--- src/rtl/ddr3_axi_wr_master_if.sv ---
// ----------------------------------------------------------------------------
// ddr3_axi_wr_master_if
// AXI4 write-channel bundle (AW, W, B) between ddr3_axi_wr_master and the
// ddr3_ip controller port 0 (128-bit data, 32-bit address, 8-bit ID).
//   master modport : drives AW/W payload + valids and bready
//   slave  modport : drives awready, wready and the B channel
// Handshake rule on every channel: a transfer happens on the rising clk edge
// where valid and ready are both high; valid never waits for ready.
// ----------------------------------------------------------------------------
interface ddr3_axi_wr_master_if;
    logic [31:0]  awaddr;
    logic [7:0]   awid;
    logic [7:0]   awlen;
    logic [2:0]   awsize;
    logic [1:0]   awburst;
    logic         awlock;
    logic [3:0]   awqos;
    logic         awurgent;
    logic         awpoison;
    logic         awvalid;
    logic         awready;
    logic [127:0] wdata;
    logic [15:0]  wstrb;
    logic         wlast;
    logic         wvalid;
    logic         wready;
    logic [7:0]   bid;
    logic [1:0]   bresp;
    logic         bvalid;
    logic         bready;

    modport master (
        output awaddr, awid, awlen, awsize, awburst, awlock, awqos,
               awurgent, awpoison, awvalid,
        input  awready,
        output wdata, wstrb, wlast, wvalid,
        input  wready,
        input  bid, bresp, bvalid,
        output bready
    );

    modport slave (
        input  awaddr, awid, awlen, awsize, awburst, awlock, awqos,
               awurgent, awpoison, awvalid,
        output awready,
        input  wdata, wstrb, wlast, wvalid,
        output wready,
        output bid, bresp, bvalid,
        input  bready
    );
endinterface

--- src/rtl/ddr3_axi_wr_master.sv ---
// ----------------------------------------------------------------------------
// ddr3_axi_wr_master
// Single-burst AXI write master: turns a request + data-stream interface into
// one AW / W-burst / B sequence at a time for the DDR3 controller port 0.
//
// Ports
//   clk, rst_n         : axi_clk, asynchronous active-low reset
//   ddrc_init_done_i   : requests are only accepted while high
//   req_*_i/req_ready_o: request handshake (addr, len = beats-1, id)
//   wr_data_*          : user beat stream, passed straight to W during DATA
//   busy_o             : a burst is in flight
//   done_p_o           : one-cycle pulse the cycle after the B handshake
//   burst_cnt_o        : completed bursts, wraps at 16 bits
//   err_flag_o         : sticky bad-response flag (WR_RESP_CHECK_EN only)
//   dbg_state_o        : current FSM state
//   axi                : AXI write channels (master modport)
//
// Handshakes: valid/ready pairs transfer on the clk edge where both are high.
// Build option: define WR_RESP_CHECK_EN to check bresp/bid; otherwise
// err_flag_o is tied 0 and the B payload is ignored.
// ----------------------------------------------------------------------------
module ddr3_axi_wr_master #(
    parameter int CTRL_ADDR_WIDTH = 28
) (
    input  logic                       clk,
    input  logic                       rst_n,
    input  logic                       ddrc_init_done_i,
    input  logic                       req_valid_i,
    output logic                       req_ready_o,
    input  logic [CTRL_ADDR_WIDTH-1:0] req_addr_i,
    input  logic [7:0]                 req_len_i,
    input  logic [7:0]                 req_id_i,
    input  logic                       wr_data_valid_i,
    output logic                       wr_data_ready_o,
    input  logic [127:0]               wr_data_i,
    input  logic [15:0]                wr_strb_i,
    output logic                       busy_o,
    output logic                       done_p_o,
    output logic [15:0]                burst_cnt_o,
    output logic                       err_flag_o,
    output logic [1:0]                 dbg_state_o,
    ddr3_axi_wr_master_if.master       axi
);

    localparam logic [1:0] ST_IDLE = 2'd0;
    localparam logic [1:0] ST_ADDR = 2'd1;
    localparam logic [1:0] ST_DATA = 2'd2;
    localparam logic [1:0] ST_RESP = 2'd3;

    logic [1:0]  state_q, state_d;
    logic [31:0] addr_q, addr_d;
    logic [7:0]  len_q, len_d;
    logic [7:0]  id_q, id_d;
    logic [7:0]  beat_q, beat_d;
    logic        done_q, done_d;
    logic [15:0] cnt_q, cnt_d;
    logic        err_q, err_d;

    logic [31:0] addr_ext;
    logic        in_data;
    logic        w_last;
    logic        unused_bits;

    assign addr_ext = 32'(req_addr_i);
    assign in_data  = (state_q == ST_DATA);
    assign w_last   = in_data && (beat_q == len_q);

    always_comb begin
        state_d = state_q;
        addr_d  = addr_q;
        len_d   = len_q;
        id_d    = id_q;
        beat_d  = beat_q;
        done_d  = 1'b0;
        cnt_d   = cnt_q;
        err_d   = err_q;
        case (state_q)
            ST_IDLE: begin
                if (req_valid_i && ddrc_init_done_i) begin
                    // Beats are 16 bytes wide, so the low nibble is dropped.
                    addr_d  = {addr_ext[31:4], 4'b0000};
                    len_d   = req_len_i;
                    id_d    = req_id_i;
                    state_d = ST_ADDR;
                end
            end
            ST_ADDR: begin
                if (axi.awready) begin
                    beat_d  = 8'd0;
                    state_d = ST_DATA;
                end
            end
            ST_DATA: begin
                if (wr_data_valid_i && axi.wready) begin
                    beat_d = beat_q + 8'd1;
                    if (w_last) begin
                        state_d = ST_RESP;
                    end
                end
            end
            default: begin
                if (axi.bvalid) begin
                    state_d = ST_IDLE;
                    done_d  = 1'b1;
                    cnt_d   = cnt_q + 16'd1;
`ifdef WR_RESP_CHECK_EN
                    if ((axi.bresp != 2'b00) || (axi.bid != id_q)) begin
                        err_d = 1'b1;
                    end
`endif
                end
            end
        endcase
    end

    always_ff @(posedge clk or negedge rst_n) begin
        if (!rst_n) begin
            state_q <= ST_IDLE;
            addr_q  <= '0;
            len_q   <= '0;
            id_q    <= '0;
            beat_q  <= '0;
            done_q  <= 1'b0;
            cnt_q   <= '0;
            err_q   <= 1'b0;
        end else begin
            state_q <= state_d;
            addr_q  <= addr_d;
            len_q   <= len_d;
            id_q    <= id_d;
            beat_q  <= beat_d;
            done_q  <= done_d;
            cnt_q   <= cnt_d;
            err_q   <= err_d;
        end
    end

    // rst_n gates req_ready so it reads 0 for the whole reset window even
    // though the controller may already report init done.
    assign req_ready_o     = rst_n && ddrc_init_done_i && (state_q == ST_IDLE);
    assign busy_o          = (state_q != ST_IDLE);
    assign done_p_o        = done_q;
    assign burst_cnt_o     = cnt_q;
    assign err_flag_o      = err_q;
    assign dbg_state_o     = state_q;

    assign axi.awvalid     = (state_q == ST_ADDR);
    assign axi.awaddr      = addr_q;
    assign axi.awid        = id_q;
    assign axi.awlen       = len_q;
    assign axi.awsize      = axi.awvalid ? 3'b100 : 3'b000;
    assign axi.awburst     = axi.awvalid ? 2'b01  : 2'b00;
    assign axi.awlock      = 1'b0;
    assign axi.awqos       = 4'h0;
    assign axi.awurgent    = 1'b0;
    assign axi.awpoison    = 1'b0;

    // W is a pure pass-through of the user stream while in DATA.
    assign axi.wvalid      = in_data && wr_data_valid_i;
    assign wr_data_ready_o = in_data && axi.wready;
    assign axi.wdata       = in_data ? wr_data_i : 128'd0;
    assign axi.wstrb       = in_data ? wr_strb_i : 16'd0;
    assign axi.wlast       = w_last;

    assign axi.bready      = (state_q == ST_RESP);

`ifdef WR_RESP_CHECK_EN
    assign unused_bits = ^addr_ext[3:0];
`else
    assign unused_bits = ^{addr_ext[3:0], axi.bid, axi.bresp};
`endif

endmodule

--- src/flat_wrapper.sv ---
// flat-port wrapper written by rule: the top's interface ports become plain ports
module ddr3_axi_wr_master_flat 
#(
    parameter int CTRL_ADDR_WIDTH = 28
)
  (clk, rst_n, ddrc_init_done_i, req_valid_i, req_ready_o, req_addr_i, req_len_i, req_id_i, wr_data_valid_i, wr_data_ready_o, wr_data_i, wr_strb_i, busy_o, done_p_o, burst_cnt_o, err_flag_o, dbg_state_o, axi_awaddr, axi_awid, axi_awlen, axi_awsize, axi_awburst, axi_awlock, axi_awqos, axi_awurgent, axi_awpoison, axi_awvalid, axi_awready, axi_wdata, axi_wstrb, axi_wlast, axi_wvalid, axi_wready, axi_bid, axi_bresp, axi_bvalid, axi_bready);
  ddr3_axi_wr_master_if axi_i ();
  input  logic clk;
  input  logic rst_n;
  input  logic ddrc_init_done_i;
  input  logic req_valid_i;
  output logic req_ready_o;
  input  logic [CTRL_ADDR_WIDTH-1:0] req_addr_i;
  input  logic [7:0] req_len_i;
  input  logic [7:0] req_id_i;
  input  logic wr_data_valid_i;
  output logic wr_data_ready_o;
  input  logic [127:0] wr_data_i;
  input  logic [15:0] wr_strb_i;
  output logic busy_o;
  output logic done_p_o;
  output logic [15:0] burst_cnt_o;
  output logic err_flag_o;
  output logic [1:0] dbg_state_o;
  output wire logic [$bits(axi_i.awaddr)-1:0] axi_awaddr;
  output wire logic [$bits(axi_i.awid)-1:0] axi_awid;
  output wire logic [$bits(axi_i.awlen)-1:0] axi_awlen;
  output wire logic [$bits(axi_i.awsize)-1:0] axi_awsize;
  output wire logic [$bits(axi_i.awburst)-1:0] axi_awburst;
  output wire logic [$bits(axi_i.awlock)-1:0] axi_awlock;
  output wire logic [$bits(axi_i.awqos)-1:0] axi_awqos;
  output wire logic [$bits(axi_i.awurgent)-1:0] axi_awurgent;
  output wire logic [$bits(axi_i.awpoison)-1:0] axi_awpoison;
  output wire logic [$bits(axi_i.awvalid)-1:0] axi_awvalid;
  input wire logic [$bits(axi_i.awready)-1:0] axi_awready;
  output wire logic [$bits(axi_i.wdata)-1:0] axi_wdata;
  output wire logic [$bits(axi_i.wstrb)-1:0] axi_wstrb;
  output wire logic [$bits(axi_i.wlast)-1:0] axi_wlast;
  output wire logic [$bits(axi_i.wvalid)-1:0] axi_wvalid;
  input wire logic [$bits(axi_i.wready)-1:0] axi_wready;
  input wire logic [$bits(axi_i.bid)-1:0] axi_bid;
  input wire logic [$bits(axi_i.bresp)-1:0] axi_bresp;
  input wire logic [$bits(axi_i.bvalid)-1:0] axi_bvalid;
  output wire logic [$bits(axi_i.bready)-1:0] axi_bready;
  assign axi_awaddr = axi_i.awaddr;
  assign axi_awid = axi_i.awid;
  assign axi_awlen = axi_i.awlen;
  assign axi_awsize = axi_i.awsize;
  assign axi_awburst = axi_i.awburst;
  assign axi_awlock = axi_i.awlock;
  assign axi_awqos = axi_i.awqos;
  assign axi_awurgent = axi_i.awurgent;
  assign axi_awpoison = axi_i.awpoison;
  assign axi_awvalid = axi_i.awvalid;
  assign axi_i.awready = axi_awready;
  assign axi_wdata = axi_i.wdata;
  assign axi_wstrb = axi_i.wstrb;
  assign axi_wlast = axi_i.wlast;
  assign axi_wvalid = axi_i.wvalid;
  assign axi_i.wready = axi_wready;
  assign axi_i.bid = axi_bid;
  assign axi_i.bresp = axi_bresp;
  assign axi_i.bvalid = axi_bvalid;
  assign axi_bready = axi_i.bready;
  ddr3_axi_wr_master #(.CTRL_ADDR_WIDTH(CTRL_ADDR_WIDTH)) u_core (.clk(clk), .rst_n(rst_n), .ddrc_init_done_i(ddrc_init_done_i), .req_valid_i(req_valid_i), .req_ready_o(req_ready_o), .req_addr_i(req_addr_i), .req_len_i(req_len_i), .req_id_i(req_id_i), .wr_data_valid_i(wr_data_valid_i), .wr_data_ready_o(wr_data_ready_o), .wr_data_i(wr_data_i), .wr_strb_i(wr_strb_i), .busy_o(busy_o), .done_p_o(done_p_o), .burst_cnt_o(burst_cnt_o), .err_flag_o(err_flag_o), .dbg_state_o(dbg_state_o), .axi(axi_i));
endmodule
--- config.mk ---
export PLATFORM = sky130hd
export DESIGN_NAME = ddr3_axi_wr_master_flat
export DESIGN_NICKNAME = d
export VERILOG_FILES = /design/src/rtl/ddr3_axi_wr_master_if.sv /design/src/rtl/ddr3_axi_wr_master.sv /design/src/flat_wrapper.sv
export SDC_FILE = /design/constraint.sdc
export NUM_CORES = 1
export LEC_CHECK = 0
export CAP_MARGIN = 20
export CELL_PAD_IN_SITES_DETAIL_PLACEMENT = 1
export CELL_PAD_IN_SITES_GLOBAL_PLACEMENT = 1
export CORE_AREA = 4 4 169 171
export CTS_CLUSTER_SIZE = 40
export DETAILED_ROUTE_END_ITERATION = 12
export DIE_AREA = 0 0 173 175
export PLACE_DENSITY_LB_ADDON = 0.12
export SETUP_SLACK_MARGIN = 0.5
export SLEW_MARGIN = 20
export SYNTH_ARGS = -nofsm -noshare
export SYNTH_HDL_FRONTEND = slang
export SYNTH_SLANG_ARGS = --single-unit
--- constraint.sdc ---
create_clock -name clk -period 3.88 [get_ports clk]
set_input_delay 0.388 -clock clk [delete_from_list [all_inputs] [get_ports clk]]
set_output_delay 0.388 -clock clk [all_outputs]
set_load 0.05 [all_outputs]
* Yosys cells after proc, flatten, opt, wreduce, memory -nomap -nowiden
Cells that the tools add are included.
Operators by class: add/sub/neg operators 2, $mul 0, div/mod/pow operators 0, order comparisons 0, equality and inequality tests 8, shift-type cells 0, mux-type cells 15, bitwise gates (word level) 1, reductions and logical operators 16
Operators by type and width (number):
- 128-bit 2-to-1 mux | 1
- 16-bit by 1-bit adder with 16-bit output (second input constant) | 1
- 16-bit 2-to-1 mux | 1
- 8-bit 2-to-1 mux | 2
- 8-bit case mux with 2 select lines | 1
- 2-bit 2-to-1 mux | 5
- 8-bit by 1-bit adder with 8-bit output (second input constant) | 1
- 8-bit == test | 1
- 1-bit logical AND | 7
- 2-bit inequality test (second input constant) | 3
- 2-bit case mux with 3 select lines | 1
- 5-bit AND reduction | 1
- 2-bit == test (second input constant) | 2
- 2-bit AND reduction | 2
- 2-bit nonzero test | 2
- 4-bit nonzero test | 1
- 1-bit 2-to-1 mux | 3
- 3-bit 2-to-1 mux | 1
- 3-bit AND reduction | 1
- 3-bit OR reduction | 1
- 2-bit by 1-bit == test with 1-bit output (second input constant) | 1
- 2-bit logical NOT | 1
- 2-bit by 1-bit inequality test with 1-bit output (second input constant) | 1
- 1-bit inverter | 1
Word-level totals: register bits 67, bits in latches 0, bits in writable memories 0, bits in read-only memories 0, input port bits 206, logic and storage cells 49, memories kept 0

* Longest topological paths before layout
Gate-level depths: netlist (run 1).
depth after elaboration 5, mapped depth 8, mapped depth without buffers 6

* Least setup slack after synthesis (run 1)
OpenSTA, ideal clock, no wires.
path kind register -> output, start register u_core.state_q[1], in the netlist u_core.dbg_state_o[1], end output port axi_wdata[100], arrival 1969 ps, data required time 3492 ps, path slack 1523 ps, cell stages (with the launch flop) 6, buffers on the path 3, cells stage by stage dfrtp_1 > ha_1 > buf_6 > clkbuf_1 > clkbuf_1 > and2_1
Between the ends: cells in the longest elaborated chain, start to end 2
Ends and longest elaborated chain:
- start, declared | RTL line ddr3_axi_wr_master.sv:50 | logic [1:0] state_q, state_d;
- start signal, assigned | RTL line ddr3_axi_wr_master.sv:127 | state_q <= state_d;
- 2-bit == test | RTL line ddr3_axi_wr_master.sv:65 | assign in_data = (state_q == ST_DATA);
- 128-bit 2-to-1 mux | RTL line ddr3_axi_wr_master.sv:161 | assign axi.wdata = in_data ? wr_data_i : 128'd0;
- end, declared | RTL line flat_wrapper.sv:36 | output wire logic [$bits(axi_i.wdata)-1:0] axi_wdata;
No other way between the ends.

* Worst setup path after layout (run 1)
start register u_core.state_q[0], in the netlist u_core.dbg_state_o[0], end output port axi_wdata[66]
The elaborated chain is that of the path after synthesis.

==> impl_metrics.json, run 1 <==
{
  "post_drt_wl_per_cell_um": 20.85,
  "cp_cell_sequence": "inv_1 > ha_4 > buf_12 > and2_1 > clkdlybuf4s50_1",
  "min_period_ns": 3.209,
  "globalplace.congestion": 0.8848,
  "pwr_density_cell_nw_per_um2": 907.5,
  "synth_edf_count": 0,
  "die_area_um2": 30280,
  "core_area_um2": 26880,
  "ys_types": 40,
  "intPower_uw": 3504,
  "stdcell_count": 1157,
  "wl_met2_um": 10930,
  "synth.cells.most_frequent": "and2_1, dfrtp_1, mux2_2",
  "synth_warnings": 0,
  "path_buf_inv": 3,
  "cts_root_buffer": "clkbuf_16",
  "pwr-share-clk_pct": 10.2,
  "switching_share_pct": 56.08,
  "num_rows": 60,
  "hold_viol": 0,
  "rsz0062_at_grt": "no",
  "seq_area_frac_synth_pct": 40.34,
  "grt_pass1_wl_um": 34470,
  "critPathRequiredTime_ns": 3.49,
  "drtIter0Drc": 119,
  "syn_area_per_cell_um2": 10.02,
  "setup_violations": 0,
  "wl_um": 24130,
  "drive_gt1_share_pct": 9.113,
  "place_inst": 1137,
  "slew_viol_final": 0,
  "numCtsBuffers": 9,
  "antenna_found_initial": 6,
  "grt_max_degree": 68,
  "cp_slowest_cell": "clkdlybuf4s50_1",
  "met1_length_um": 9494,
  "synth_ff_type": "dfrtp_1",
  "ios": 437,
  "cts_tree": "yes",
  "p_leak_uw": 0.003486,
  "cp_max_fo": 67,
  "clk_latency_ns": 0.33,
  "crit_cells": 5,
  "ys_ff_latch": 67,
  "seq_area_um2": 1677,
  "peakVddDrop_uv": 272.9,
  "r2r_cells": 7,
  "grt_use_total_pct": 15.15,
  "hp-class": "primary input to async pin",
  "path_delay_family": "buffers and inverters",
  "p_sw_uw": 4473,
  "finalCritPeriodShare_pct": 82.70,
  "drc": 0,
  "hpwl_um": 20560,
  "route.met3.wl_um": 3329,
  "start_kind": "flip-flop",
  "nNetsFinal": 1020,
  "fillers": 3053,
  "path_clk_slew_ns": 0.06,
  "start_util_pct": 15.47,
  "die_x_um": 173,
  "critPathKind": "flip-flop to output port",
  "grt-ovfl-total": 0,
  "die_h_um": 175,
  "multi_input_area_um2": 2271,
  "synth.most_common_cell": "and2_1",
  "vias": 4538,
  "grt_pass1_vias": 5052,
  "synth_area_leaders": "dfrtp_1, and2_1, mux2_2, xnor2_1, buf_4",
  "maxCapViolCount": 0,
  "ant_nets": 0,
  "cts_sinks": 67,
  "maxUsedRoutingLayer": "met5",
  "port_buffers": 403,
  "finalSetupTns_ns": 0,
  "critical_path_arrival_ns": 2.82,
  "synthCells": 415,
  "seqPwrFrac_pct": 14.6,
  "synth_area_um2": 4156,
  "synth_top_area_share_pct": 40.34,
  "syn_to_final_growth_pct": 111.5,
  "outcome": "finished, final reports clean",
  "drtPass1Iterations": 4,
  "ctsHoldBuffers": 0,
  "htreeDepth": 3,
  "async_reset_ff_share_pct": 100.0,
  "slew_headroom_pct": 42.33,
  "endpoint_kind": "output port",
  "max_freq_ghz": 0.3116,
  "yosys.area.top_type": "dfrtp_1",
  "worstMarginPinSlew_ns": 0.8650,
  "viasPerCell": 3.922,
  "clock_path_buffers": 2,
  "p_comb_share_pct": 75.3,
  "max_stage_delay_ns": 0.90,
  "finClkSkew_ns": 0.008480
}
final cells by class:
cell class              instances  share of cell area, %
repair buffers                407                  46.52
multi-input cells             316                  25.84
flip-flops and latches         67                  19.07
well taps                     341                  4.854
clock buffers                  10                  2.605
clock inverters                 6                 0.7402
inverters                       6                 0.2562
diodes                          4                 0.1139
routing by layer:
layer | up-vias | global-route usage, %
li1 | 2093 | -
met4 | 4 | 2.893
met3 | 20 | 10.28
met2 | 251 | 24.50
met5 | - | 0
met1 | 2170 | 16.71
flip-flops by register name, summed over array words and instances (netlist names):
signal and flops:
u_core.axi.awlen 8, u_core.dbg_state_o 2, u_core.burst_cnt_o 16, u_core.axi.awaddr 24
u_core.axi.awid 8, u_core.done_p_o 1, u_core.beat_q 8
cells in the final DEF (no fill, tap or decap), types with 4 or more instances in the layout:
cell,synthesis,routed
clkdlybuf4s50_1,0,400
and2_1,146,146
dfrtp_1,67,67
mux2_2,41,41
xnor2_1,22,22
conb_1,1,19
nand2_1,18,18
clkbuf_16,0,9
nand4_1,7,7
o21ai_0,7,7
inv_1,6,6
ha_1,7,6
diode_2,0,4
and3_1,4,4
mux2i_1,4,4
o211ai_1,4,4
final timing paths:
kind                                                    start                            endpoint  slack (ns)
max                         u_core.dbg_state_o[0]$_DFFE_PN0P_                       axi_wdata[66]        0.67
min                                                     rst_n   u_core.axi.awaddr[12]$_DFFE_PN0P_        0.32
max reg2reg                 u_core.dbg_state_o[0]$_DFFE_PN0P_   u_core.dbg_state_o[1]$_DFFE_PN0P_        1.67
min reg2reg                u_core.burst_cnt_o[15]$_DFFE_PN0P_  u_core.burst_cnt_o[15]$_DFFE_PN0P_        0.48
max in group asynchronous                               rst_n   u_core.burst_cnt_o[8]$_DFFE_PN0P_        3.01
min in group clk           u_core.burst_cnt_o[15]$_DFFE_PN0P_  u_core.burst_cnt_o[15]$_DFFE_PN0P_        0.48
power by group through the flow:
stage | clock (µW) | sequential [µW] | combinational (µW)
floorplan | 0 | 2020 | 3050
global placement | 0 | 1170 | 6030
detailed placement | 0 | 1180 | 6060
CTS | 842 | 1170 | 6090
global route | 870 | 1200 | 6300
finish | 811 | 1160 | 6000
through the flow:
step / worst slack [ns] / total power (µW) / instance area, µm² / utilization, % / hold WS (ns)
6_report: 0.6711 / 7977 / 8790 / 32.70 / 0.3187
4_1_cts: 0.6251 / 8106 / 8775 / 32.65 / 0.3560
2_1_floorplan: 1.523 / 5066 / 4224 / - / 0.09241
5_1_grt: 0.5076 / 8371 / 8782 / 32.68 / 0.4154
3_5_place_dp: 1.010 / 7240 / 8481 / 31.55 / 0.4737
3_3_place_gp: 1.080 / 7203 / 8481 / 31.55 / 0.4618
logic make-up (layout without fill, tap and decap cells):
family | Yosys count | after routing | share of synthesized area, %
AOI/OAI and AO/OA | 22 | 22 | 4.094
buffers and inverters | 50 | 429 | 7.074
xor gates and xnor gates | 23 | 23 | 4.846
other | 1 | 23 | 0.09022
muxes | 45 | 45 | 12.07
and+or+nand+nor | 200 | 200 | 29.38
DFF | 67 | 67 | 40.34
adders and majority gates | 7 | 7 | 2.107
what timing repair did:
item,CTS,global route
gates resized for setup,0,2
endpoints found under the setup margin,0,2
setup buffers,0,0
Note: power is estimated with default switching activity, not from simulation.
==> run 2, diff against run 1 <==
- CORE_AREA: 4 4 169 171 -> 4 4 167 169
- DIE_AREA: 0 0 173 175 -> 0 0 171 173
- clock period: 3.88 -> 3.02 ns (I/O delays scaled with it)
==> run 2 against run 1 <==
Critical path depth did not move. Global-route usage rose by 1.3 points. Clock-buffer cell count fell by 1. First-iteration DRC count rose by 47%. Via count rose by 1.3%. Non-clock buffer count rose by 5. Die area fell by 2.3%. Register-to-register slack got worse by 0.73 ns. Clock power rose by 42%. Combinational power rose by 28%. Critical path type unchanged. Largest cell class unchanged.
==> impl_metrics.json, run 2 (synthesis gave the netlist of run 1 again) <==
{
  "die_x_um": 171,
  "largest_reg_flops": 24,
  "wl_um": 25610,
  "hp-class": "primary input to async pin",
  "seqPwrFrac_pct": 14.5,
  "grt_pass1_vias": 4973,
  "dpl_worst_slack_ns": 0.3844,
  "setup_violations": 0,
  "clk_latency_ns": 0.34,
  "cp_cell_sequence": "inv_1 > ha_4 > buf_4 > and2_1 > dlygate4sd2_1",
  "finalCritPeriodShare_pct": 80.53,
  "rsz0062_at_grt": "yes",
  "switching_share_pct": 56.85,
  "intPower_uw": 4446,
  "clock_path_buffers": 2,
  "ios": 437,
  "nNetsFinal": 1025,
  "cts_sinks": 67,
  "r2r_cells": 7,
  "critPathRequiredTime_ns": 2.72,
  "critPathKind": "flip-flop to output port",
  "drtPass1Iterations": 4,
  "dpl_cell_area_um2": 8378,
  "final_common_cell": "clkdlybuf4s50_1",
  "finalWorstSetupSlack_ns": 0.5879,
  "ctsHoldBuffers": 0,
  "core_area_um2": 26580,
  "die_area_um2": 29580,
  "ant_nets": 0,
  "numCtsBuffers": 9,
  "grt_pass1_wl_um": 35670,
  "start_util_pct": 15.64,
  "p_leak_uw": 0.003678,
  "drc": 0,
  "port_buffers": 403,
  "hpwl_um": 21420,
  "max_stage_delay_ns": 0.56,
  "finalSetupTns_ns": 0,
  "slew_headroom_pct": 41.15,
  "peakVddDrop_uv": 370.6,
  "antenna_found_initial": 9,
  "die_h_um": 173,
  "finClkSkew_ns": 0.006345,
  "vias": 4597,
  "hold_ws_ns": 0.2276,
  "endpoint_kind": "output port",
  "path_delay_family": "buffers and inverters",
  "cts_tree": "yes",
  "drive_gt1_share_pct": 25.70,
  "worstMarginPinSlew_ns": 0.8827,
  "htreeDepth": 3,
  "path_buf_inv": 3,
  "p_comb_share_pct": 74.3,
  "timing.rr.end": "u_core.dbg_state_o[1]$_DFFE_PN0P_",
  "cp_slowest_cell": "dlygate4sd2_1",
  "drtIter0Drc": 175,
  "cts_root_buffer": "clkbuf_16",
  "path_clk_slew_ns": 0.06,
  "hold_viol": 0,
  "final_area_um2": 8827,
  "pwr-share-clk_pct": 11.2,
  "maxCapViolCount": 0,
  "grt_use_total_pct": 16.45,
  "outcome": "finished, final reports clean",
  "post_drt_wl_per_cell_um": 22.08,
  "min_period_ns": 2.432,
  "viasPerCell": 3.963,
  "start_kind": "flip-flop",
  "cp_max_fo": 11,
  "p_sw_uw": 5857,
  "grt_max_degree": 96,
  "max_freq_ghz": 0.4112,
  "fin_util_pct": 33.22,
  "num_rows": 60,
  "grt-ovfl-total": 0,
  "ff2ff_setup_slack_ns": 0.94,
  "layout_common_cells": "clkdlybuf4s50_1, and2_1, clkdlybuf4s15_2",
  "pwr_density_cell_nw_per_um2": 1167,
  "globalplace.congestion": 0.9116,
  "crit-reg2reg-launch": "u_core.dbg_state_o[0]$_DFFE_PN0P_",
  "slew_viol_final": 0,
  "critical_path_arrival_ns": 2.13,
  "syn_to_final_growth_pct": 112.4
}
run 2: cell types whose count changed in the layout (fill, tap and decap cells not counted), moves of 5 or more:
cell / change
buf_4: +44
clkdlybuf4s15_2: +80
clkdlybuf4s50_1: -147
dlygate4sd2_1: +14
clkbuf_2: +8
clkdlybuf4s15_1: +5
run 2: repair_timing:
item	in CTS	in global routing
setup buffers	1	3
gates resized for setup	282	11
setup endpoints to repair	108	91
gates cloned	0	1
run 2: metrics by stage:
stage,std cells,total power (µW)
after global routing,1158,10800
after floorplan,433,6508
final,1160,10300
after global placement,1137,9222
after detailed placement,1137,9277
after CTS,1154,10370
run 2: area by class of cell:
type | instances | area (µm²)
clock buffers | 9 | 225.2
multi-input cells | 316 | 2271
well taps | 341 | 426.7
diodes | 2 | 5.005
fillers | 3012 | 17750
repair buffers | 412 | 4099
inverters | 6 | 22.52
clock inverters | 7 | 101.3
flip-flops and latches | 67 | 1677
run 2: per-layer routing:
| metal | vias up | routed length [µm] | share of wire [%] | track usage (%) |
|---|---|---|---|---|
| li1 | 2110 | - | - | - |
| met1 | 2205 | 9951 | 39 | 18.60 |
| met2 | 240 | 11810 | 46 | 26.56 |
| met3 | 26 | 3616 | 14 | 11.02 |
| met4 | 16 | 143 | 0.56 | 2.179 |
| met5 | - | 89 | 0.35 | 0 |
run 2: worst max path at each step:
stage                                            from        endpoint  depth (start not counted)
finish              u_core.dbg_state_o[0]$_DFFE_PN0P_   axi_wdata[14]                          5
global route        u_core.dbg_state_o[0]$_DFFE_PN0P_    axi_wdata[4]                          5
CTS                 u_core.dbg_state_o[0]$_DFFE_PN0P_  axi_wdata[124]                          5
detailed placement  u_core.dbg_state_o[0]$_DFFE_PN0P_   axi_wdata[74]                          5
global placement    u_core.dbg_state_o[0]$_DFFE_PN0P_   axi_wdata[74]                          5
floorplan           u_core.dbg_state_o[1]$_DFFE_PN0P_  axi_wdata[100]                          5
run 2: power groups by stage:
| stage | Sequential (µW) | Clock, µW | Combinational [µW] |
|---|---|---|---|
| 6_report | 1490 | 1150 | 7660 |
| 5_1_grt | 1550 | 1230 | 8020 |
| 4_1_cts | 1500 | 1210 | 7660 |
| 3_5_place_dp | 1520 | 0 | 7760 |
| 3_3_place_gp | 1490 | 0 | 7730 |
| 2_1_floorplan | 2590 | 0 | 3920 |
==> run 3, diff against run 2 <==
- clock period: 3.02 -> 2 ns (I/O delays scaled with it)
==> run 3 against run 2 <==
Clock skew grew 0.0016 ns. Routed wire length grew 0.66%. Total power grew 110%. Clock power grew 37%. Non-clock buffer count grew 55. Sequential power grew 55%. Critical endpoint is now axi_wdata[49]. Largest cell class unchanged.
==> impl_metrics.json, run 3 (synthesis gave the netlist of run 1 again) <==
{
  "drc": 0,
  "slew_viol_final": 0,
  "num_rows": 60,
  "maxCapViolCount": 0,
  "finClkSkew_ns": 0.007986,
  "fin_util_pct": 44.77,
  "setup_violations": 0,
  "start_util_pct": 15.64,
  "syn_to_final_growth_pct": 186.2,
  "finalCritPeriodShare_pct": 98.32,
  "port_buffers": 403,
  "cts_sinks": 67,
  "htreeDepth": 3,
  "antenna_found_initial": 1,
  "hpwl_um": 19540,
  "ant_nets": 0,
  "ios": 437,
  "endpoint_kind": "output port",
  "wl_met2_um": 13860,
  "grt_max_degree": 68,
  "drtIter0Drc": 88,
  "nNetsFinal": 1081,
  "met1_length_um": 9770,
  "path_clk_slew_ns": 0.06,
  "die_h_um": 173,
  "hp-class": "primary input to async pin",
  "grt_use_total_pct": 16.28,
  "timing.rr.end": "u_core.axi.awaddr[7]$_DFFE_PN0P_",
  "clk_latency_ns": 0.33,
  "start_kind": "flip-flop",
  "slew_headroom_pct": 62.57,
  "fillers": 2769,
  "pwr_density_cell_nw_per_um2": 1809,
  "critical_path_arrival_ns": 1.77,
  "die_area_um2": 29580,
  "hold_viol": 0,
  "numCtsBuffers": 9,
  "drtPass1Iterations": 4,
  "largest_reg_flops": 24,
  "final_area_um2": 11900,
  "grt_pass1_wl_um": 36160,
  "dpl_cell_area_um2": 10580,
  "worstMarginPinSlew_ns": 0.5636,
  "clock_path_buffers": 2,
  "layout_common_cells": "clkdlybuf4s50_1, buf_12, and2_4",
  "grt-ovfl-total": 0,
  "cts_tree": "yes",
  "peakVddDrop_uv": 887.3,
  "drive_gt1_share_pct": 56.93,
  "crit-reg2reg-launch": "u_core.dbg_state_o[1]$_DFFE_PN0P_",
  "grt_pass1_vias": 5312,
  "post_drt_wl_per_cell_um": 21.21,
  "min_period_ns": 1.966,
  "p_leak_uw": 0.005247,
  "r2r_cells": 8,
  "vias": 4811,
  "globalplace.congestion": 0.8847,
  "cts_root_buffer": "clkbuf_16",
  "maxUsedRoutingLayer": "met4",
  "wl_um": 25780,
  "outcome": "finished, final reports clean",
  "critPathRequiredTime_ns": 1.80,
  "ff2ff_setup_slack_ns": 0.14,
  "core_area_um2": 26580,
  "critPathKind": "flip-flop to output port",
  "viasPerCell": 3.960,
  "route.met3.wl_um": 1850,
  "max_freq_ghz": 0.5086,
  "die_x_um": 171,
  "final_common_cell": "clkdlybuf4s50_1",
  "cp_max_fo": 5,
  "rsz0062_at_grt": "yes"
}
[run 3: cell types whose count changed in the layout (fill, tap and decap cells not counted), moves of 19 or more]
cell,previous run,this run
mux2_4,0,40
dfrtp_1,67,48
mux2_2,41,1
buf_12,2,155
clkdlybuf4s50_1,253,190
dlygate4sd2_1,14,33
and2_4,0,144
and2_1,146,0
clkdlybuf4s15_2,80,9
[run 3: layer usage]
metal | up-vias | GRT usage, %
met3 | 17 | 4.275
met1 | 2340 | 18.41
met4 | 0 | 2.938
li1 | 2228 | -
met2 | 226 | 30.63
met5 | - | 0
[run 3: stage by stage]
step | setup slack, ns | hold WS, ns | total power (µW) | instances | setup TNS, ns
finish | 0.03369 | 0.4663 | 21520 | 1215 | 0
global placement | 0.2798 | 0.2870 | 17780 | 1138 | 0
floorplan | 0.2018 | -0.09559 | 11620 | 433 | 0
CTS | 0.01995 | 0.4648 | 21240 | 1197 | 0
global route | -0.02870 | 0.4585 | 22430 | 1215 | -0.9454
detailed placement | 0.2397 | 0.2948 | 17910 | 1138 | 0
[run 3: how the worst max path moves through the flow]
stage | slack (ns) | start | end
floorplan | 0.20 | u_core.dbg_state_o[1]$_DFFE_PN0P_ | u_core.dbg_state_o[1]$_DFFE_PN0P_
global placement | 0.28 | u_core.dbg_state_o[0]$_DFFE_PN0P_ | u_core.dbg_state_o[1]$_DFFE_PN0P_
detailed placement | 0.24 | u_core.dbg_state_o[1]$_DFFE_PN0P_ | u_core.dbg_state_o[0]$_DFFE_PN0P_
CTS | 0.02 | u_core.dbg_state_o[0]$_DFFE_PN0P_ | axi_wdata[27]
global route | -0.03 | u_core.dbg_state_o[0]$_DFFE_PN0P_ | axi_wdata[67]
finish | 0.03 | u_core.dbg_state_o[0]$_DFFE_PN0P_ | axi_wdata[49]
[run 3: layout make-up]
| class | count | area, µm² | area share, % |
|---|---|---|---|
| Inverter | 6 | 27.53 | 0.2314 |
| Tap cell | 341 | 426.7 | 3.586 |
| Multi-Input combinational cell | 317 | 2973 | 24.99 |
| Antenna cell | 1 | 2.502 | 0.02103 |
| Clock inverter | 6 | 66.31 | 0.5574 |
| Clock buffer | 10 | 229.0 | 1.924 |
| Timing Repair Buffer | 467 | 6470 | 54.38 |
| Sequential cell | 67 | 1703 | 14.31 |
[run 3: critical path, stage by stage (launching register included)]
cell       delay [ns]
dfrtp_4          0.48
inv_4            0.07
ha_4             0.18
buf_8            0.16
bufbuf_16        0.27
and2_4           0.14
buf_12           0.13
[run 3: what timing repair did]
| item | 4_1_cts | 5_1_grt |
|---|---|---|
| hold buffers | 1 | 0 |
| setup buffers | 28 | 13 |
| pin swaps | 11 | 25 |
| gates resized for setup | 117 | 52 |
| gates cloned | 14 | 4 |
| setup endpoints to repair | 264 | 227 |
| endpoints found under the hold margin | 67 | 0 |
[run 3: report_power, final]
| part | total, µW | leakage [µW] | switching (µW) | internal (µW) |
|---|---|---|---|---|
| registers | 2310 | 0.000819 | 410 | 1900 |
| logic | 17600 | 0.00429 | 9130 | 8490 |
| clock network | 1580 | 0.000135 | 615 | 967 |
==> patch 1 (flow settings as in run 3) <==
`CTRL_ADDR_WIDTH` is set to 28 in 2 places; all go to 36.
--- a/src/rtl/ddr3_axi_wr_master.sv
+++ b/src/rtl/ddr3_axi_wr_master.sv
@@ -21,5 +21,5 @@
 // ----------------------------------------------------------------------------
 module ddr3_axi_wr_master #(
-    parameter int CTRL_ADDR_WIDTH = 28
+    parameter int CTRL_ADDR_WIDTH = 36
 ) (
     input  logic                       clk,
--- a/src/flat_wrapper.sv
+++ b/src/flat_wrapper.sv
@@ -2,5 +2,5 @@
 module ddr3_axi_wr_master_flat 
 #(
-    parameter int CTRL_ADDR_WIDTH = 28
+    parameter int CTRL_ADDR_WIDTH = 36
 )
   (clk, rst_n, ddrc_init_done_i, req_valid_i, req_ready_o, req_addr_i, req_len_i, req_id_i, wr_data_valid_i, wr_data_ready_o, wr_data_i, wr_strb_i, busy_o, done_p_o, burst_cnt_o, err_flag_o, dbg_state_o, axi_awaddr, axi_awid, axi_awlen, axi_awsize, axi_awburst, axi_awlock, axi_awqos, axi_awurgent, axi_awpoison, axi_awvalid, axi_awready, axi_wdata, axi_wstrb, axi_wlast, axi_wvalid, axi_wready, axi_bid, axi_bresp, axi_bvalid, axi_bready);
Interface: changed (resized req_addr_i); port bits go from 437 to 445. The function was not compared with the original's and may differ.
==> patch 1 against run 3 <==
Power up 1.1%; count of clock-buffer cells in the layout up 1; setup slack better by 0.050 ns; area after synthesis up 2.9%; wire length up 7.7%; final area up 0.90%; sequential cell count up 4; worst hold slack better by 0.0059 ns; critical endpoint is now axi_wdata[102]; highest routed layer is now met5.
==> patch 1: results (changes against run 3) <==
[clock_tree]
clk_latency_ns=0.33  ; about the same
root_buffer=clkbuf_16
clkTransAtPathRegs_ns=0.06  ; about the same
hold_buffers=1  ; unchanged
post_cts_buffers=33  ; +18%
cts-buffers-inserted=9  ; unchanged
cts_buffer_depth=2  ; unchanged
cts_resized=112  ; -4.3%
htree_levels=3  ; unchanged

[worst_setup_path]
crit_start=u_core.dbg_state_o[0]
arrival_ns=1.72  ; -0.05 ns
crit_family=buffers and inverters
crit_path_max_incr_delay_ns=0.49
rr_startpoint=u_core.dbg_state_o[1]
cp.buffers_inverters=5  ; +1
slowest_stage=dfrtp_4
crit_fanout=10  ; +5

[sta]
fin_worst_skew_ns=0.00374  ; -0.00424 ns
max_slew_margin_pct=63.2  ; +0.62 points

[routing]
drt-initial-drc-count=75  ; -15%
avgViaCountPerCell=4.03  ; +1.8%
wl_um=27800  ; +7.7%
firstDrtPassIters=4  ; unchanged

[placed_design]
port_buffers=411  ; +2.0%
gp_congestion=0.980  ; +11%
hpwl_um=21700  ; +11%

[synth]
ys_warn_count=0  ; unchanged
ys_types=40  ; unchanged
synthTopCellsByArea=dfrtp_1, and2_1, mux2_2
ys_seq_area_share_pct=41.5  ; +1.2 points
async_flop_share_pct=100  ; unchanged
yosys-top-cells-count=and2_1, dfrtp_1, mux2_2

[global_route]
grt_pass1_vias=5382  ; +1.3%
grt_pass1_wl_um=37700  ; +4.4%
antenna_found_initial=4  ; +3
grt_max_degree=72  ; +5.9%
track_usage_pct=17.1  ; +0.86 points

[layout]
fin_nets=1102  ; +1.9%
n_fill_cell=2739  ; -1.1%
drive_gt1_share_pct=56.3  ; -0.61 points
largest_register_ffs=28  ; +17%

[pwr]
p_leak_uw=0.00532  ; +1.3%
vdd_drop_max_uv=832  ; -6.2%

[run_status]
status=complete, no violations

[hold_path]
holdCritPathClass=in -> async

patch 1: cell count changes after synthesis, sizes merged:
cell | before | now
dfrtp | 67 | 71
mux2 | 41 | 45
buf | 28 | 24
patch 1: per-layer routing:
layer  track usage (%)  vias up  routed length [um]
li1                  -     2265                   -
met1              18.3     2431                9940
met2              31.9      236               14800
met3              6.31       24                2540
met4              3.63        2                 452
met5                 0        -                  20
patch 1: logic make-up (layout without fill, tap and decap cells):
kind of cell,after synthesis,count (layout),share of synthesized area (%)
xor+xnor,23,23,4.71
other cells,1,18,0.0877
flops,71,71,41.5
compound gates,22,22,3.98
buf+inv,46,498,6.17
fa+ha+maj,7,7,2.05
simple gates,200,201,28.7
mux,49,49,12.8
patch 1: cell type report:
| cell class | count | area (um2) | area share [%] |
|---|---|---|---|
| inverters | 6 | 27.5 | 0.229 |
| clock buffers | 11 | 243 | 2.02 |
| repair buffers | 476 | 6470 | 53.9 |
| clock inverters | 5 | 81.3 | 0.677 |
| diodes | 3 | 7.51 | 0.0625 |
| well taps | 341 | 427 | 3.55 |
| multi-input cells | 317 | 2950 | 24.5 |
| flip-flops and latches | 71 | 1810 | 15.0 |
patch 1: path summary, 6_finish.rpt:
check	to	slack (ns)	cells past startpoint
worst min register to register	u_core.burst_cnt_o[15]	0.48	1
worst max register to register	u_core.dbg_state_o[1]	0.16	7
worst min-delay path	u_core.axi.awid[0]	0.47	3
worst max-delay path	axi_wdata[102]	0.08	7
min in group clk	u_core.axi.awaddr[27]	0.48	2
max in group asynchronous	u_core.burst_cnt_o[0]	1.17	3
patch 1: worst reg2reg max path: cells and delay by family, from the launching register on:
| family | cells | cell delay [ns] |
|---|---|---|
| AOI/OAI and AO/OA | 3 | 0.55 |
| muxes | 1 | 0.24 |
| DFF | 1 | 0.38 |
| buffers and inverters | 2 | 0.21 |
| adders and majority gates | 1 | 0.32 |
patch 1: per-stage QoR:
step / setup slack, ns / power [uW] / instance area, um2 / utilization (%) / instances
3_5_place_dp: 0.224 / 18500 / 10800 / 40.7 / 1152
4_1_cts: 0.0676 / 21300 / 11700 / 44.0 / 1211
5_1_grt: 0.0340 / 22600 / 12000 / 45.2 / 1229
2_1_floorplan: 0.202 / 11900 / 5120 / - / 433
3_3_place_gp: 0.251 / 18400 / 10800 / 40.7 / 1152
6_report: 0.0840 / 21800 / 12000 / 45.2 / 1230
patch 1: power breakdown:
part	internal, uW	switching [uW]	total [uW]	leakage, uW
registers	2030	442	2470	0.000862
logic	8290	9250	17500	0.00430
clock network	1130	623	1750	0.000156
total	11400	10300	21800	0.00532
==> patch 2 (config.mk and constraints of run 3) <==
Without the edit above. Make the reset (`rst_n`) synchronous in one clocked block. Comments in the files are not updated.
--- a/src/rtl/ddr3_axi_wr_master.sv
+++ b/src/rtl/ddr3_axi_wr_master.sv
@@ -114,5 +114,5 @@
     end
 
-    always_ff @(posedge clk or negedge rst_n) begin
+    always_ff @(posedge clk) begin
         if (!rst_n) begin
             state_q <= ST_IDLE;
Behaviour: differs if rst_n is asserted again (counterexample within 4 cycles, from zero or initial values and one cycle with rst_n low); with rst_n held inactive, the same outputs for 10 cycles.
==> patch 2 against run 3 <==
Area after synthesis fell by 3.7%; sequential cell count did not move; via count rose by 7.9%; critical path depth did not move; wire length rose by 0.30%; power fell by 42%; setup slack improved by 0.085 ns; core utilization fell by 2.8 points; final area fell by 6.2%; clock skew fell by 0.0011 ns; critical endpoint is now u_core.beat_q[6].
==> patch 2: results (changes against run 3) <==
[synth]
yosys-top-cells-count=and2_1, nand2_1, dfxtp_1
ys_types=42  ; +5.0%
synthTopCellsByArea=dfxtp_1, and2_1, nand2_1
ys_seq_area_share_pct=33.5  ; -6.8 points
async_flop_share_pct=0  ; -100 points

[worst_setup_path]
crit_path_max_incr_delay_ns=0.57  ; +0.09 ns
slowest_stage=or4b_4
arrival_ns=2.14  ; +0.37 ns

[hold_path]
holdCritPathClass=in -> reg

[layout]
drive_gt1_share_pct=41.6  ; -15 points
antennaDiodeCount=0  ; -1

[routing]
wl_um=25900  ; +0.30%
dr_wl_met3_um=2600  ; +40%
wl_met1_um=9530  ; -2.4%
wl_met2_um=13600  ; -2.1%
drt-initial-drc-count=147  ; +67%

[run_status]
status=complete, no violations

[placed_design]
gp_congestion=0.786  ; -11%
post-place-ws_ns=0.0608  ; -0.179 ns
dpl_cell_area_um2=10200  ; -3.8%

[pwr]
p_leak_uw=0.00535  ; +1.9%

[global_route]
track_usage_pct=15.8  ; -0.45 points
grt_pass1_wl_um=35200  ; -2.6%
antenna_found_initial=0  ; -1
grt_pass1_vias=5083  ; -4.3%

==> patch 2: area by class of cell <==
| cell class | count | area (um2) |
|---|---|---|
| Clock buffer | 11 | 243 |
| Clock inverter | 5 | 28.8 |
| Inverter | 6 | 27.5 |
| Timing Repair Buffer | 445 | 6230 |
| Fill cell | 2905 | 15400 |
| Multi-Input combinational cell | 423 | 2840 |
| Sequential cell | 67 | 1370 |
| Tap cell | 341 | 427 |
==> patch 2: cells by family (layout without fill, tap and decap cells) <==
kind of cell	count (synthesis)	after routing	share of synthesized area, %
AND/OR/NAND/NOR	309	309	41.9
AO/OA/AOI/OAI	68	68	10.0
flip-flops	67	67	33.5
buffers and inverters	62	467	7.85
XOR/XNOR	18	18	3.94
adder cells (fa/ha/maj)	7	7	2.19
multiplexers	2	2	0.531
other	1	19	0.0937
==> patch 2: worst max-delay path, delay by kind of cell (launching register included) <==
family,cells,cell delay [ns]
flip-flops,1,0.39
AO/OA/AOI/OAI,2,0.26
AND/OR/NAND/NOR,2,0.93
buffers and inverters,1,0.05
adder cells (fa/ha/maj),1,0.18
==> patch 2: per-stage QoR <==
step | cells | utilization, % | hold WS, ns
after global placement | 1253 | 38.3 | 0.442
after global routing | 1298 | 42.0 | 0.408
after detailed placement | 1253 | 38.3 | 0.448
after floorplan | 552 | - | 0.318
after CTS | 1276 | 39.8 | 0.392
final | 1298 | 42.0 | 0.413
==> patch 2: worst paths after layout <==
path                                            start                    end  slack, ns  depth (start not counted)
worst max register to register  u_core.dbg_state_o[0]       u_core.beat_q[6]       0.12                          6
worst min-delay path                     req_len_i[7]    u_core.axi.awlen[7]       0.41                          3
worst max-delay path            u_core.dbg_state_o[0]       u_core.beat_q[6]       0.12                          6
worst min register to register  u_core.axi.awaddr[24]  u_core.axi.awaddr[24]       0.45                          2
==> patch 2: metal layers <==
layer / vias up / global-route usage (%)
met5: - / 0
met4: 0 / 2.18
met3: 11 / 6.08
met2: 216 / 29.2
met1: 2432 / 17.5
li1: 2533 / -
==> patch 2: what timing repair did <==
item / 4_1_cts / 5_1_grt
buffers inserted: 4 / 13
pin swaps: 0 / 11
endpoints found under the setup margin: 263 / 271
gates resized for setup: 6 / 111
cloned: 3 / 9
==> patch 2: power by group <==
group | total (uW) | internal [uW] | switching (uW)
registers | 1560 | 1460 | 98.5
clock network | 1460 | 866 | 594
logic | 9390 | 4540 | 4850
